`config.mk`:
```
export PLATFORM = sky130hd
export DESIGN_NAME = safe_lock_ctrl
export DESIGN_NICKNAME = d
export VERILOG_FILES = /design/src/rtl/safe_lock_ctrl.sv
export SDC_FILE = /design/constraint.sdc
export NUM_CORES = 1
export LEC_CHECK = 0
export ABC_AREA = 1
export CAP_MARGIN = 20
export CORE_MARGIN = 4
export CORE_UTILIZATION = 58
export DETAILED_ROUTE_END_ITERATION = 16
export HOLD_SLACK_MARGIN = 0.06
export PLACE_DENSITY = 0.82
export SLEW_MARGIN = 10
export SYNTH_ARGS = -nofsm -noshare
export SYNTH_HDL_FRONTEND = slang
export SYNTH_SLANG_ARGS = --single-unit
export TNS_END_PERCENT = 10
```
`constraint.sdc`:
```
create_clock -name clk_i -period 2.3 [get_ports clk_i]
set_clock_uncertainty 0.05 [all_clocks]
set_input_delay 0.23 -clock clk_i [delete_from_list [all_inputs] [get_ports clk_i]]
set_output_delay 0.23 -clock clk_i [all_outputs]
set_load 0.02 [all_outputs]
```
`src/rtl/safe_lock_ctrl.sv`:
```
// -----------------------------------------------------------------------------
// safe_lock_ctrl
// Password-check and lockout controller for the 4-bit safe box.
//
// An entered code is compared against the stored password. A match opens the
// safe. A mismatch produces a one-cycle `wrong` pulse and bumps the
// consecutive-error counter. When the counter reaches MAX_ERR the controller
// enters ALARM. ALARM is left by `admin_clr` or by the ALARM_CYCLES timeout.
// While the safe is open, `set_req` arms SET_WAIT, and the next valid key in
// SET_WAIT becomes the new password. OPEN and SET_WAIT both relock
// automatically after UNLOCK_CYCLES cycles.
//
// Ports
//   clk_i        system clock (single domain)
//   rst_i        synchronous active-high reset
//   key_i        entered 4-bit code, sampled only when key_valid_i = 1
//   key_valid_i  one-cycle strobe: key_i holds a complete entry
//   lock_req_i   relock now (level or pulse)
//   set_req_i    pulse: the next valid key becomes the password
//   admin_clr_i  pulse: clear the alarm and return to LOCKED
//   unlock_o     registered, 1 in OPEN and SET_WAIT
//   alarm_o      registered, 1 in ALARM (drives the alarm LED/buzzer driver)
//   wrong_o      registered one-cycle pulse per rejected entry
//   err_cnt_o    registered consecutive-wrong counter
//   state_o      current FSM state (debug observation)
//
// Handshake: key_valid_i is a strobe with no back-pressure. Every cycle in
// which it is high is one complete entry. That entry is evaluated against the
// state left by the previous cycle, so back-to-back strobes are each honoured.
// -----------------------------------------------------------------------------
module safe_lock_ctrl #(
   parameter logic [3:0]  DEFAULT_PWD   = 4'h0,
   parameter int          MAX_ERR       = 3,
   parameter logic [23:0] UNLOCK_CYCLES = 24'd8_000_000,
   parameter logic [23:0] ALARM_CYCLES  = 24'd16_000_000
) (
   input  logic       clk_i,
   input  logic       rst_i,
   input  logic [3:0] key_i,
   input  logic       key_valid_i,
   input  logic       lock_req_i,
   input  logic       set_req_i,
   input  logic       admin_clr_i,
   output logic       unlock_o,
   output logic       alarm_o,
   output logic       wrong_o,
   output logic [1:0] err_cnt_o,
   output logic [1:0] state_o
);

   typedef enum logic [1:0] {
      S_LOCKED   = 2'd0,
      S_OPEN     = 2'd1,
      S_SET_WAIT = 2'd2,
      S_ALARM    = 2'd3
   } state_t;

   localparam logic [2:0]  MAX_ERR_W  = 3'(MAX_ERR);
   localparam logic [1:0]  MAX_ERR_C  = 2'(MAX_ERR);
   localparam logic [23:0] UNLOCK_END = UNLOCK_CYCLES - 24'd1;
   localparam logic [23:0] ALARM_END  = ALARM_CYCLES - 24'd1;

   state_t      state_q,   state_d;
   logic [3:0]  pwd_q,     pwd_d;
   logic [1:0]  err_cnt_q, err_cnt_d;
   logic [23:0] timer_q,   timer_d;
   logic        wrong_q,   wrong_d;
   logic        unlock_q;
   logic        alarm_q;

   always_comb begin
      state_d   = state_q;
      pwd_d     = pwd_q;
      err_cnt_d = err_cnt_q;
      timer_d   = timer_q;
      wrong_d   = 1'b0;

      unique case (state_q)
         S_LOCKED: begin
            if (key_valid_i) begin
               if (key_i == pwd_q) begin
                  state_d   = S_OPEN;
                  err_cnt_d = 2'd0;
                  timer_d   = 24'd0;
               end else begin
                  wrong_d = 1'b1;
                  // The compare is 3 bits wide so err_cnt+1 cannot wrap.
                  if (({1'b0, err_cnt_q} + 3'd1) == MAX_ERR_W) begin
                     state_d   = S_ALARM;
                     err_cnt_d = MAX_ERR_C;
                     timer_d   = 24'd0;
                  end else begin
                     err_cnt_d = err_cnt_q + 2'd1;
                  end
               end
            end
         end

         S_OPEN: begin
            timer_d = timer_q + 24'd1;
            if (lock_req_i || (timer_q == UNLOCK_END)) begin
               state_d = S_LOCKED;
               timer_d = 24'd0;
            end else if (set_req_i) begin
               state_d = S_SET_WAIT;
               timer_d = 24'd0;
            end
         end

         S_SET_WAIT: begin
            timer_d = timer_q + 24'd1;
            if (lock_req_i || (timer_q == UNLOCK_END)) begin
               state_d = S_LOCKED;
               timer_d = 24'd0;
            end else if (key_valid_i) begin
               pwd_d   = key_i;
               state_d = S_OPEN;
               timer_d = 24'd0;
            end
         end

         S_ALARM: begin
            timer_d = timer_q + 24'd1;
            if (admin_clr_i || (timer_q == ALARM_END)) begin
               state_d   = S_LOCKED;
               err_cnt_d = 2'd0;
               timer_d   = 24'd0;
            end
         end

         default: begin
            state_d = S_LOCKED;
            timer_d = 24'd0;
         end
      endcase
   end

   // unlock/alarm are decoded from the next state, so they change on the
   // same edge that changes the state.
   always_ff @(posedge clk_i) begin
      if (rst_i) begin
         state_q   <= S_LOCKED;
         pwd_q     <= DEFAULT_PWD;
         err_cnt_q <= 2'd0;
         timer_q   <= 24'd0;
         wrong_q   <= 1'b0;
         unlock_q  <= 1'b0;
         alarm_q   <= 1'b0;
      end else begin
         state_q   <= state_d;
         pwd_q     <= pwd_d;
         err_cnt_q <= err_cnt_d;
         timer_q   <= timer_d;
         wrong_q   <= wrong_d;
         unlock_q  <= (state_d == S_OPEN) || (state_d == S_SET_WAIT);
         alarm_q   <= (state_d == S_ALARM);
      end
   end

   assign unlock_o  = unlock_q;
   assign alarm_o   = alarm_q;
   assign wrong_o   = wrong_q;
   assign err_cnt_o = err_cnt_q;
   assign state_o   = state_q;

endmodule

```
# Word level (Yosys, flattened, before mapping)
# Index checks and enable logic that the tools add are counted.
# classes
addsub	3
eq_ne	13
muxes	24
n_bitwise	3
reduce_logical	9
# op_table
operator	count
2-to-1 mux 24 bit	8
case mux 24 bit (4 select lines)	1
adder 24 x 1 -> 24 bit (second input constant)	1
== test 24 x 23 -> 1 bit (second input constant)	1
== test 24 bit (second input constant)	1
2-to-1 mux 2 bit	12
== test 2 bit (second input constant)	4
case mux 2 bit (4 select lines)	1
AND reduction 3 bit	2
== test 2 x 1 -> 1 bit (second input constant)	2
== test 4 bit	1
inequality test 2 bit (second input constant)	2
case mux 2 bit (2 select lines)	1
adder 2 x 1 -> 3 bit (second input constant)	1
== test 3 x 2 -> 1 bit (second input constant)	1
logical OR 1 bit	3
inequality test 3 bit (second input constant)	1
inverter 1 bit	3
OR reduction 3 bit	1
adder 2 x 1 -> 2 bit (second input constant)	1
zero test 2 bit	1
AND reduction 2 bit	1
nonzero test 2 bit	1
2-to-1 mux 1 bit	1
# word_totals
regBits	35
inputBits	10
elab_cells	59

# Logic depth before layout (Yosys ltp)
# Gate-level depths: netlist of the first run.
# logic_depth
ltp_word	8
mapped_depth	14
depth_no_buf	14

# Worst setup path after synthesis of the first run
# No wires, ideal clock.
# synth_path
path_kind	register -> register
startpoint	register timer_q[0]
endpoint	register unlock_q (netlist: unlock_o)
t_arrival_ns	1.720
setup_slack_ns	0.401
stages_incl_launch_ff	14
n_path_buf	0
path_cell_list	dfxtp_1 > ha_1 > nand3_2 > nor2_4 > nand3_2 > nand2_1 > inv_2 > nand2_2 > nand3_1 > nor2_1 > inv_1 > ha_1 > inv_1 > nor2_1
# synth_via
elab_chain_cells	6
elab_cells_between_ends	11
cone_classes	4 x eq/ne; 4 x mux; 3 x reduce/logical
# synth_lines
item	line	source
from (decl)	66	logic [23:0] timer_q, timer_d;
from (signal assigned)	153	timer_q <= timer_d;
== test 24 bit or == test 24 x 23 -> 1 bit (tied branches)	124, 101, 112	
logical OR 1 bit (on tied branches)	124, 101, 112	
2-to-1 mux 2 bit (on tied branches)	124, 101, 112	
case mux 2 bit (4 select lines) (*)	78	unique case (state_q)
== test 2 x 1 -> 1 bit or == test 2 bit (tied branches)	155	unlock_q <= (state_d == S_OPEN) || (state_d == S_SET_WAIT);
logical OR 1 bit (*)	155	
to (signal assigned)	155	
to (decl)	68	logic unlock_q;
# Every way passes the cells marked *; elsewhere a longest branch is shown, timed or not.
# A chain may end at the register's enable or synchronous reset.

# Worst setup path in the final report of the first run
# layout_path
startpoint	register timer_q[1]
endpoint	register unlock_q (netlist: unlock_o)
# The elaborated chain is that of the path after synthesis.

==> impl_metrics.yaml, run 1 <==
yosys:
  yosys.area_share.simple_pct: 41.7
  synthXorXnorAreaFrac_pct: 6.30
  yosys.cell_count.top_type: "nand2_1"
  synth.area.mux_share_pct: 0
  yosysWarningCount: 0
  synth_top_family_by_area: "simple AND/OR/NAND/NOR gates"
  synth_compound_area_share_pct: 8.89
  synth_fa_ha_area_share_pct: 1.69
  syn_nets: 359
  synth_area_leader_cell: "dfxtp_1"
  ys_ff_latch: 35
  avgSynthCellArea_sq_um: 6.43
  synth.distinct_cells: 31
  ys_seq_area_share_pct: 31.5
  synth_area_leaders: "dfxtp_1 (31%), nand2_1 (16%), nor2_1 (7.1%)"
  syn-instance-count: 346
  synth_async_sr_flop_share_pct: 0
  synth_edf_count: 0
  synthFlopType: "dfxtp_1"
  synth_top_area_share_pct: 31.5
  synth_common_cells: "nand2_1 (97), nor2_1 (42), inv_1 (37)"
  syn_area_sq_um: 2220
clock_tree:
  clk_pin_slew_worst_paths_ns: 0.07
  max-clock-path-buffers: 2
  root_buffer: "clkbuf_8"
  cts_sinks: 35
  cts_setup_buffers: 0
  cts_buffers: 5
  hold_buffers: 0
  htreeDepth: 2
  cts_tree: "done"
  clk_latency_ns: 0.29
worst_setup_path:
  worst-setup-path-type: "reg2reg"
  crit_fanout: 6
  r2r-end: "unlock_o"
  arrival_ns: 2.23
  crit_start: "timer_q[1]"
  slowest_stage: "dfxtp_1"
  timing.rr.start: "timer_q[1]"
  cp-start-kind: "flop"
  reg2reg_slack_ns: 0.20
  rr_worst_depth: 13
  crit_required_ns: 2.43
  max_stage_delay_ns: 0.38
  crit_chain: "ha_2 > nand3_2 > nor2_4 > nand3_2 > nand2_1 > inv_2 > nand2_2 > nand3_1 > nor2_1 > inv_1 > ha_1 > inv_1 > nor2_1"
  critPathCapture: "unlock_o"
  crit_path_end_kind: "flop"
floorplan:
  ios: 17
  die_w_microns: 69.9
  core_sq_um: 3690
  dieArea_sq_um: 4890
  die_h_microns: 69.9
  start_util_pct: 60.3
  fp-row-count: 22
detailed_routing:
  ant_nets: 0
  totalWireLength_microns: 4970
  drc: 0
  drt-vias-per-instance: 5.15
  wl_per_cell_microns: 12.0
  drtPass1Iterations: 4
  vias: 2128
  drtIter0Drc: 142
pwr:
  p_int_mw: 1.05
  switching_power_mw: 0.377
  p_seq_share_pct: 44.4
  power_leakage_nw: 1.06
  clkPwrFrac_pct: 40.3
  peakVddDrop_mv: 0.478
  p_sw_share_pct: 26.3
  cellPowerDensity_nw_per_um2: 564
  combPwrFrac_pct: 15.3
global_route:
  first_global_vias: 1903
  grt_pass1_wl_microns: 8580
  grt_antenna_before_repair: 0
  grt_max_degree: 29
  grt_util_all_layers_pct: 21.2
  overflow: 0
sta:
  fin_crit_ns: 2.10
  setup_viol: 0
  setup_tns_ns: 0
  worst_pin_slew_ns: 0.425
  fin_crit_sh_pct: 91.5
  hold_violations: 0
  fmax_ghz: 0.475
  slew_headroom_pct: 71.4
  rsz0062_at_grt: "no"
  slew_violations: 0
layout:
  syn2layout_area_growth_pct: 14.1
  final_area_sq_um: 2540
  layout-drive-gt1-share_pct: 12.6
  n_antenna_cell: 0
  post-route-util_pct: 68.8
  nNetsFinal: 377
place:
  io_buffers: 16
  dp_hpwl_microns: 3640
  gp_congestion: 0.912
  post_dp_cell_area_sq_um: 2420
flow_run:
  cap_viol_max_count: 0
worst_hold_path:
  min-delay-path-class: "reg2reg"
status:
  status: "finished clean"
## power by group through the flow
| stage | combinational (mW) | clock [mW] | sequential (mW) |
|---|---|---|---|
| floorplan | 0.123 | 0 | 0.665 |
| global placement | 0.213 | 0 | 0.648 |
| detailed placement | 0.217 | 0 | 0.649 |
| CTS | 0.219 | 0.584 | 0.635 |
| global route | 0.244 | 0.610 | 0.638 |
| finish | 0.219 | 0.577 | 0.635 |
## worst min-delay path by stage
stage / from / to / cells after the start
2_1_floorplan: key_i[0] / pwd_q[0] / 2
3_3_place_gp: pwd_q[1] / pwd_q[1] / 2
3_5_place_dp: pwd_q[3] / pwd_q[3] / 2
4_1_cts: pwd_q[3] / pwd_q[3] / 2
5_1_grt: pwd_q[0] / pwd_q[0] / 2
6_report: pwd_q[0] / pwd_q[0] / 2
## sequential cells by signal (all words and copies together) (netlist names)
name	cells
timer_q	24
pwd_q	4
err_cnt_o	2
state_o	2
alarm_o	1
unlock_o	1
wrong_o	1
## per-layer routing
metal	vias up	global-route usage [%]	wire, microns
li1	1117	-	-
met1	953	29.7	2450
met2	50	33.2	2230
met3	8	4.32	222
met4	0	5.32	59
met5	-	0	0
## metrics by stage
stage,power (mW),std cells,setup WS (ns),hold slack [ns]
after global placement,0.861,405,0.301,0.418
final,1.43,413,0.196,0.433
after detailed placement,0.865,405,0.182,0.420
after floorplan,0.788,346,0.401,0.344
after CTS,1.44,413,0.163,0.435
after global routing,1.49,413,0.0165,0.460
## cells by family (layout without fill, tap and decap cells)
family / count (synthesis) / after routing
fa+ha+maj: 3 / 3
xor+xnor: 16 / 16
buf+inv: 54 / 73
flops: 35 / 35
compound gates: 38 / 38
simple gates: 200 / 200
## area by class of cell
type / instances / area, sq um
Clock buffer: 6 / 82.6
Inverter: 47 / 176
Timing Repair Buffer: 18 / 175
Fill cell: 345 / 1150
Multi-Input combinational cell: 257 / 1310
Clock inverter: 2 / 35.0
Tap cell: 48 / 60.1
Sequential cell: 35 / 702
## placed cells by master (no fill, tap or decap), types with 2 or more instances in the layout
| master | Yosys | layout |
|---|---|---|
| a21oi_1 | 27 | 27 |
| buf_4 | 0 | 2 |
| clkbuf_8 | 0 | 6 |
| clkdlybuf4s50_1 | 0 | 16 |
| clkinv_1 | 5 | 5 |
| dfxtp_1 | 35 | 34 |
| ha_1 | 3 | 2 |
| inv_1 | 37 | 37 |
| inv_2 | 5 | 5 |
| nand2_1 | 97 | 97 |
| nand2_2 | 13 | 13 |
| nand3_1 | 22 | 22 |
| nand3_2 | 4 | 4 |
| nand4_1 | 7 | 7 |
| nor2_1 | 42 | 42 |
| nor2_2 | 5 | 5 |
| nor2_4 | 3 | 3 |
| o21ai_0 | 7 | 7 |
| xnor2_1 | 2 | 2 |
| xor2_1 | 14 | 14 |
## critical path: cells and delay by family (launching register included)
| family | cells | cell delay [ns] |
|---|---|---|
| buf+inv | 3 | 0.18 |
| flops | 1 | 0.38 |
| simple gates | 8 | 0.90 |
| fa+ha+maj | 2 | 0.49 |
## what timing repair did
action | 4_1_cts | 5_1_grt
setup endpoints to repair | 0 | 1
resized for setup | 0 | 2
hold endpoints to repair | 0 | 0
Power figures use the tool's default switching activity.
==> run 2, diff against run 1 <==
Settings changed: ABC_AREA 1 to not set, CORE_UTILIZATION 58 to 56, PLACE_DENSITY 0.82 to 0.81, SETUP_SLACK_MARGIN set to 0.05, TNS_END_PERCENT 10 to 100.
==> run 2 against run 1 <==
Effect of this change:
- the run now ends with setup timing left
- first-iteration DRC count rose by 11%
- critical path depth fell by 5
- die area fell by 12%
- clock-buffer cell count did not move
- global-route usage rose by 2.2 points
- total power fell by 20%
- synthesized cell count fell by 34%
- non-clock buffer count rose by 37
- largest cell class unchanged
- largest power group unchanged
==> impl_metrics.yaml, run 2 <==
layout:
  nNetsFinal: 294
  layout-drive-gt1-share_pct: 21.3
  syn2layout_area_growth_pct: 31.3
  fillerInstances: 211
  mostFrequentLayoutCell: "buf_4"
  n_antenna_cell: 0
  final_area_sq_um: 2450
  largest_reg_flops: 24
  regMostFlops: "timer_q"
  largest_registers: "timer_q (24), pwd_q (4)"
  final_cell_mix: "buf_4 (36), dfxtp_1 (31), nand2_1 (28)"
detailed_routing:
  drtPass1Iterations: 4
  drc: 0
  wl_per_cell_microns: 14.9
  drtIter0Drc: 157
  totalWireLength_microns: 4870
  drt-vias-per-instance: 5.86
  ant_nets: 0
  vias: 1910
pwr:
  p_seq_share_pct: 54.5
  cellPowerDensity_nw_per_um2: 469
  p_sw_share_pct: 27.9
  clkPwrFrac_pct: 28.5
  peakVddDrop_mv: 0.313
  p_int_mw: 0.830
  power_leakage_nw: 0.967
  switching_power_mw: 0.321
  p_total_mw: 1.15
  combPwrFrac_pct: 17.0
worst_setup_path:
  crit_required_ns: 2.49
  cp-start-kind: "flop"
  reg2reg_slack_ns: -0.04
  arrival_ns: 2.53
  r2r-end: "unlock_o"
  crit_start: "timer_q[15]"
  crit_fanout: 3
  crit_chain: "or4_4 > nor4_4 > a311o_2 > buf_4 > and3b_1 > nor2_1 > ha_1 > nor2b_1"
  worst-setup-path-type: "reg2reg"
  critPathCapture: "unlock_o"
  crit_path_end_kind: "flop"
  timing.rr.start: "timer_q[15]"
  slowest_stage: "or4_4"
  max_stage_delay_ns: 0.56
  rr_worst_depth: 8
sta:
  hold_ws_ns: 0.459
  fmax_ghz: 0.427
  worst_slack_ns: -0.0425
  hold_violations: 0
  rsz0062_at_grt: "yes"
  setup_tns_ns: -0.0481
  slew_headroom_pct: 70.2
  fin_crit_sh_pct: 102
  fin_crit_ns: 2.34
  setup_viol: 2
  worst_pin_slew_ns: 0.445
  slew_violations: 0
floorplan:
  ios: 17
  start_util_pct: 59.8
  dieArea_sq_um: 4330
  die_h_microns: 65.8
  die_w_microns: 65.8
  core_sq_um: 3130
  fp-row-count: 20
yosys:
  synth_area_leader_cell: "dfxtp_1"
  synthFlopType: "dfxtp_1"
  synth_common_cells: "dfxtp_1 (35), nand2_1 (29), nor2_1 (25)"
  avgSynthCellArea_sq_um: 8.20
  synth_area_leaders: "dfxtp_1 (37%), nand2_1 (5.8%), nor2_1 (5.0%)"
  yosysWarningCount: 0
  syn-instance-count: 228
  ys_seq_area_share_pct: 37.5
  synth_top_area_share_pct: 37.5
  synth_async_sr_flop_share_pct: 0
  syn_nets: 241
  synth.distinct_cells: 46
  syn_area_sq_um: 1870
  ys_ff_latch: 35
  yosys.cell_count.top_type: "dfxtp_1"
  synth_edf_count: 0
status:
  violations: "setup timing"
  status: "finished with violations"
flow_run:
  cap_viol_max_count: 0
place:
  gp_congestion: 0.976
  dp_hpwl_microns: 3290
  post_dp_cell_area_sq_um: 2300
  place_ws_ns: -0.130
  io_buffers: 16
global_route:
  grt_antenna_before_repair: 0
  grt.busiest_layer: "met2"
  first_global_vias: 1665
  grt_pass1_wl_microns: 7650
  met2_usage_pct: 36.9
  gr-usage-met1_pct: 29.5
  grt_util_all_layers_pct: 23.4
  grt_max_degree: 23
  overflow: 0
  grtUsageMet3_pct: 6.46
clock_tree:
  cts_sinks: 35
  clk_pin_slew_worst_paths_ns: 0.12
  hold_buffers: 0
  clk_latency_ns: 0.35
  cts_tree: "done"
  cts_buffers: 5
  root_buffer: "clkbuf_4"
  htreeDepth: 2
  max-clock-path-buffers: 2
worst_hold_path:
  min-delay-path-class: "reg2reg"
[run 2: changes by cell type in the layout (fill, tap and decap cells not counted), sizes merged, moves of 9 or more]
cell / change
inv: -34
nand2: -82
buf: +37
xor2: -12
nor2: -25
nand3: -10
a21oi: -16
mux2i: +9
[run 2: per-layer routing]
layer	vias up	wire length (microns)
met3	15	296
met1	889	2120
met4	0	114
met2	61	2330
met5	-	0
li1	945	-
[run 2: power groups by stage]
stage | Combinational [mW] | Sequential, mW | Clock (mW)
floorplan | 0.0893 | 0.653 | 0
global placement | 0.178 | 0.641 | 0
detailed placement | 0.182 | 0.642 | 0
CTS | 0.188 | 0.627 | 0.340
global route | 0.211 | 0.629 | 0.371
finish | 0.195 | 0.627 | 0.328
[run 2: kinds of logic after synthesis]
family                   Yosys count  synth area share (%)
flip-flops                        35                  37.5
AND/OR/NAND/NOR                  110                  30.3
multiplexers                       9                  4.82
adder cells (fa/ha/maj)            3                  2.01
AO/OA/AOI/OAI                     45                  17.1
buffers and inverters             18                  4.48
XOR/XNOR                           8                  3.75
[run 2: worst min-delay path by stage]
stage,start,endpoint,slack [ns],cells past startpoint
global placement,timer_q[20],timer_q[20],0.44,2
finish,timer_q[20],timer_q[20],0.46,2
CTS,timer_q[20],timer_q[20],0.46,2
global route,timer_q[20],timer_q[20],0.49,2
detailed placement,timer_q[20],timer_q[20],0.44,2
floorplan,rst_i,alarm_o,0.25,1
[run 2: repair_timing]
item,4_1_cts,5_1_grt
buffers inserted,4,2
pin swaps,3,5
cloned,0,1
gates resized for setup,6,10
endpoints found under the setup margin,21,22
[run 2: critical path, delay by kind of cell (launching register included)]
kind	cells	cell delay, ns
flops	1	0.34
compound gates	1	0.23
buf+inv	1	0.12
fa+ha+maj	1	0.26
simple gates	5	1.24
[run 2: cell type report]
class	instances	area, sq um	area share (%)
clock buffer	6	41.3	1.68
clock inverter	2	12.5	0.510
inverter	8	30.0	1.22
multi-input combinational	176	1120	45.8
sequential	35	708	28.9
tap	44	55.1	2.24
timing repair buffer	55	482	19.6
[run 2: through the flow]
stage	std cells	utilization (%)
after global placement	311	73.6
after global routing	326	78.4
after detailed placement	311	73.6
after floorplan	228	-
after CTS	323	76.9
final	326	78.4
